`config.mk`:
```
export PLATFORM = sky130hd
export DESIGN_NAME = c3lib_ckmux4_sel_seq
export DESIGN_NICKNAME = d
export VERILOG_FILES = /design/src/rtl/c3lib_ckmux4_sel_seq.sv
export SDC_FILE = /design/constraint.sdc
export NUM_CORES = 1
export LEC_CHECK = 0
export BUFFER_PORTS_ARGS = -buffer_cell sky130_fd_sc_hd__buf_2
export CORE_MARGIN = 4
export CORE_UTILIZATION = 40
export CTS_BUF_LIST = sky130_fd_sc_hd__clkbuf_2 sky130_fd_sc_hd__clkbuf_4 sky130_fd_sc_hd__clkbuf_8
export DETAILED_ROUTE_END_ITERATION = 7
export GPL_ROUTABILITY_DRIVEN = 0
export PLACE_DENSITY_LB_ADDON = 0.2
export SLEW_MARGIN = 20
export SYNTH_ARGS = -nofsm -noshare
export SYNTH_HDL_FRONTEND = slang
export SYNTH_SLANG_ARGS = --single-unit
```
`constraint.sdc`:
```
create_clock -name clk -period 3.95 [get_ports clk]
set_input_delay 0.395 -clock clk [delete_from_list [all_inputs] [get_ports clk]]
set_output_delay 0.395 -clock clk [all_outputs]
set_load 0.03 [all_outputs]
```
`src/rtl/c3lib_ckmux4_sel_seq.sv`:
```
// Select sequencer for the 4:1 LVT clock mux: gates the mux output off, moves
// s1/s0, waits for the mux to settle, then re-enables the gate.
module c3lib_ckmux4_sel_seq #(
  parameter int unsigned GATE_CYC   = 4,
  parameter int unsigned SETTLE_CYC = 8,
  parameter int unsigned CNT_W      = 4,
  parameter logic [1:0]  RST_SEL    = 2'b00
) (
  input  logic       clk,
  input  logic       rst,
  input  logic       sel_req_vld,
  input  logic [1:0] sel_req,
  input  logic       sel_freeze,
  output logic       sel_req_rdy,
  output logic       s0,
  output logic       s1,
  output logic       ck_gate_en,
  output logic       busy,
  output logic       sel_done
);

  typedef enum logic [1:0] {IDLE, GATE_OFF, SETTLE, DONE} state_t;

  localparam logic [CNT_W-1:0] GATE_LD   = CNT_W'(GATE_CYC - 1);
  localparam logic [CNT_W-1:0] SETTLE_LD = CNT_W'(SETTLE_CYC - 1);

  state_t           r_state, w_state_nxt;
  logic [CNT_W-1:0] r_cnt,   w_cnt_nxt;
  logic [1:0]       r_sel,   w_sel_nxt;
  logic [1:0]       r_req,   w_req_nxt;
  logic             w_accept;

  assign sel_req_rdy = (r_state == IDLE) & ~sel_freeze;
  assign w_accept    = sel_req_vld & sel_req_rdy;

  always_ff @(posedge clk) begin
    if (rst) begin
      r_state <= IDLE;
      r_cnt   <= '0;
      r_sel   <= RST_SEL;
      r_req   <= RST_SEL;
    end else begin
      r_state <= w_state_nxt;
      r_cnt   <= w_cnt_nxt;
      r_sel   <= w_sel_nxt;
      r_req   <= w_req_nxt;
    end
  end

  // Selects only move on the GATE_OFF->SETTLE edge, while the gate is off.
  always_comb begin
    w_state_nxt = r_state;
    w_cnt_nxt   = r_cnt;
    w_sel_nxt   = r_sel;
    w_req_nxt   = r_req;
    unique case (r_state)
      IDLE: begin
        if (w_accept) begin
          w_req_nxt = sel_req;
          if (sel_req == r_sel) begin
            w_state_nxt = DONE;
          end else begin
            w_state_nxt = GATE_OFF;
            w_cnt_nxt   = GATE_LD;
          end
        end
      end
      GATE_OFF: begin
        if (r_cnt == '0) begin
          w_state_nxt = SETTLE;
          w_sel_nxt   = r_req;
          w_cnt_nxt   = SETTLE_LD;
        end else begin
          w_cnt_nxt = r_cnt - 1'b1;
        end
      end
      SETTLE: begin
        if (r_cnt == '0) begin
          w_state_nxt = DONE;
        end else begin
          w_cnt_nxt = r_cnt - 1'b1;
        end
      end
      DONE: w_state_nxt = IDLE;
      default: w_state_nxt = IDLE;
    endcase
  end

  assign s1         = r_sel[1];
  assign s0         = r_sel[0];
  assign ck_gate_en = ~((r_state == GATE_OFF) | (r_state == SETTLE));
  assign busy       = (r_state == GATE_OFF) | (r_state == SETTLE);
  assign sel_done   = (r_state == DONE);

endmodule
```
==> results_dict.tcl <==
set metrics [dict create \
    fin_area_um2 764 \
    antenna_found_initial 0 \
    fin_crit_ns 1.83 \
    synthesis.area_um2 657 \
    finalSetupViolCount 0 \
    synth_edf_count 0 \
    dp_cells 103 \
    num_vias 577 \
    area_delta_synth_final_pct 16.4 \
    cts_root_buffer "clkbuf_4" \
    synth_flop_cell "dfxtp_1" \
    grt_first_pass_wirelength_mm 2.37 \
    dpl_cell_area_um2 728 \
    portBuffers 11 \
    hpwl_mm 1.07 \
    power.leakage_nw 0.335 \
    fin_setup_tns_ns 0 \
    tightest_slew_ns 0.372 \
    hold_depth 3 \
    numCtsBuffers 3 \
    wl_per_cell_um 12.5 \
    cts_setup_buffers 0 \
    slowest_delay_ns 0.41 \
    intPower_mw 0.354 \
    clkLatencyLatePin_ns 0.27 \
    drive_gt1_share_pct 24.2 \
    criticalPathCategory "reg2out" \
    ir_drop_uv 542 \
    synth_area_leaders "dfxtp_1, ha_1, nor2_1" \
    yosysWarnings 0 \
    path_cells "inv_1 > ha_1 > inv_1 > buf_2" \
    worstSetupEndpointType "output port" \
    clockPowerShare_pct 13.4 \
    syn_nets 89 \
    cts.path.max_buffers 2 \
    relSlewSlack_pct 75.2 \
    hp-start "sel_req[1]" \
    rows 14 \
    crit_top_cell "inv_1" \
    fin_cells 107 \
    holdWs_ns 0.389 \
    synth_async_sr_flop_share_pct 0 \
    avgSynthCellArea_um2 8.53 \
    grt_usage_pct 12.2 \
    clk_pin_slew_ns 0.06 \
    cts_resized 0 \
    yosysSeqAreaShare_pct 30.5 \
    htree_levels 1 \
    p_seq_share_pct 22.1 \
    cts_hold_buf 0 \
    yosys.area.top_type "dfxtp_1" \
    crit_arrival_ns 1.44 \
    reg2reg_from "r_cnt[0]" \
    antennaDiodeCount 0 \
    viasPerCell 5.39 \
    dr.pass1.iters 4 \
    routed_wl_mm 1.34 \
    netlist.area_leader.share_pct 30.5 \
    power_frac_comb_pct 64.4 \
    cp-startpoint "r_state[0]" \
    clock-sinks 10 \
    syn_inst 77 \
    ys_seq_elements 10 \
    io_pins 12 \
    fmax_mhz 545 \
    setup_ws_ns 2.12 \
    power_switching_mw 0.326 \
    crit_path_start_kind "flop" \
    rsz0062_at_grt "false" \
    reg2reg_depth 6 \
    fin_skew_ns 0.00453 \
    fp.dieW_um 48.5 \
    pre_cts_ws_ns 2.34 \
    nNetsFinal 104 \
    die_y_um 48.5 \
    cp_max_fo 7 \
    ant_nets 0 \
    core_mm2 0.00152 \
    total_power_mw 0.680 \
    hold_class "in2reg" \
    grt_pass1_vias 538 \
    cts_tree "built" \
    post-route-period-util_pct 46.4 \
    max_cap_viol_count 0 \
    crit_required_ns 3.56 \
    die-area_mm2 0.00235 \
    synth_common_cells "nor2_1, dfxtp_1, ha_1, inv_1, nand3_1" \
    grt_max_degree 11 \
    start_util_pct 43.1 \
    drtIter0Drc 6 \
    slowest_stage "ha_1" \
    maxSlewViolCount 0 \
    yosysUniqueCellTypes 29 \
    final_core_util_pct 50.2 \
    overflow 0 \
    final_hold_viol_count 0 \
    switching_share_pct 47.9 \
    powerDensity_mw_per_mm2 889 \
    synth.most_common_cell "nor2_1" \
    drc_errors 0 \
    outcome "finished, final reports clean" \
]
==> worst max-delay path, delay by kind of cell (launching register included) <==
family / cells / cell delay [ns]
buffers and inverters: 3 / 0.39
adders and majority gates: 1 / 0.41
DFF: 1 / 0.38
==> per-layer routing <==
| metal | routed length, um | global-route usage [%] | vias to the layer above |
|---|---|---|---|
| li1 | - | - | 303 |
| met1 | 598 | 15.3 | 264 |
| met2 | 664 | 19.3 | 8 |
| met3 | 67 | 5.83 | 2 |
| met4 | 5 | 1.35 | 0 |
| met5 | 0 | 0 | - |
==> final timing paths <==
check | endpoint | slack [ns]
min | r_req[1] | 0.39
max reg2reg | r_cnt[1] | 2.30
min reg2reg | r_sel[1] | 0.48
max | ck_gate_en | 2.12
==> registers in the layout, indices dropped and copies added, names as in the netlist <==
| register | count |
|---|---|
| r_cnt | 4 |
| r_sel | 2 |
| r_state | 2 |
| r_req | 2 |
==> placed cells by master, fill, tap and decap left out, types with 2 or more instances in the layout <==
cell type / netlist / routed
a21oi_1: 5 / 5
a311oi_1: 2 / 2
buf_2: 0 / 11
clkbuf_4: 0 / 3
dfxtp_1: 10 / 10
ha_1: 6 / 6
inv_1: 6 / 6
mux2i_1: 2 / 2
nand2_1: 5 / 5
nand3_1: 6 / 6
nor2_1: 11 / 11
o21ai_0: 4 / 4
xnor2_1: 2 / 2
==> area by class of cell <==
class / count / area, um^2
fill: 146 / 759
multi-input combinational: 60 / 430
sequential: 10 / 200
timing repair buffer: 11 / 55.1
clock buffer: 4 / 36.3
inverter: 6 / 22.5
tap: 16 / 20.0
==> cell families after synthesis <==
| logic type | after synthesis | share of synthesized area [%] |
|---|---|---|
| multiplexers | 2 | 3.05 |
| buffers and inverters | 7 | 4.00 |
| XOR/XNOR | 2 | 2.67 |
| flip-flops | 10 | 30.5 |
| adder cells (fa/ha/maj) | 6 | 11.4 |
| AO/OA/AOI/OAI | 19 | 22.5 |
| AND/OR/NAND/NOR | 31 | 25.9 |
==> power groups by stage <==
stage / logic [mW] / clock network [mW] / registers [mW]
detailed placement: 0.438 / 0 / 0.153
floorplan: 0.355 / 0 / 0.149
global placement: 0.437 / 0 / 0.152
finish: 0.438 / 0.0912 / 0.151
global route: 0.485 / 0.0996 / 0.155
CTS: 0.439 / 0.0945 / 0.150
(Power assumes the default switching activity.)
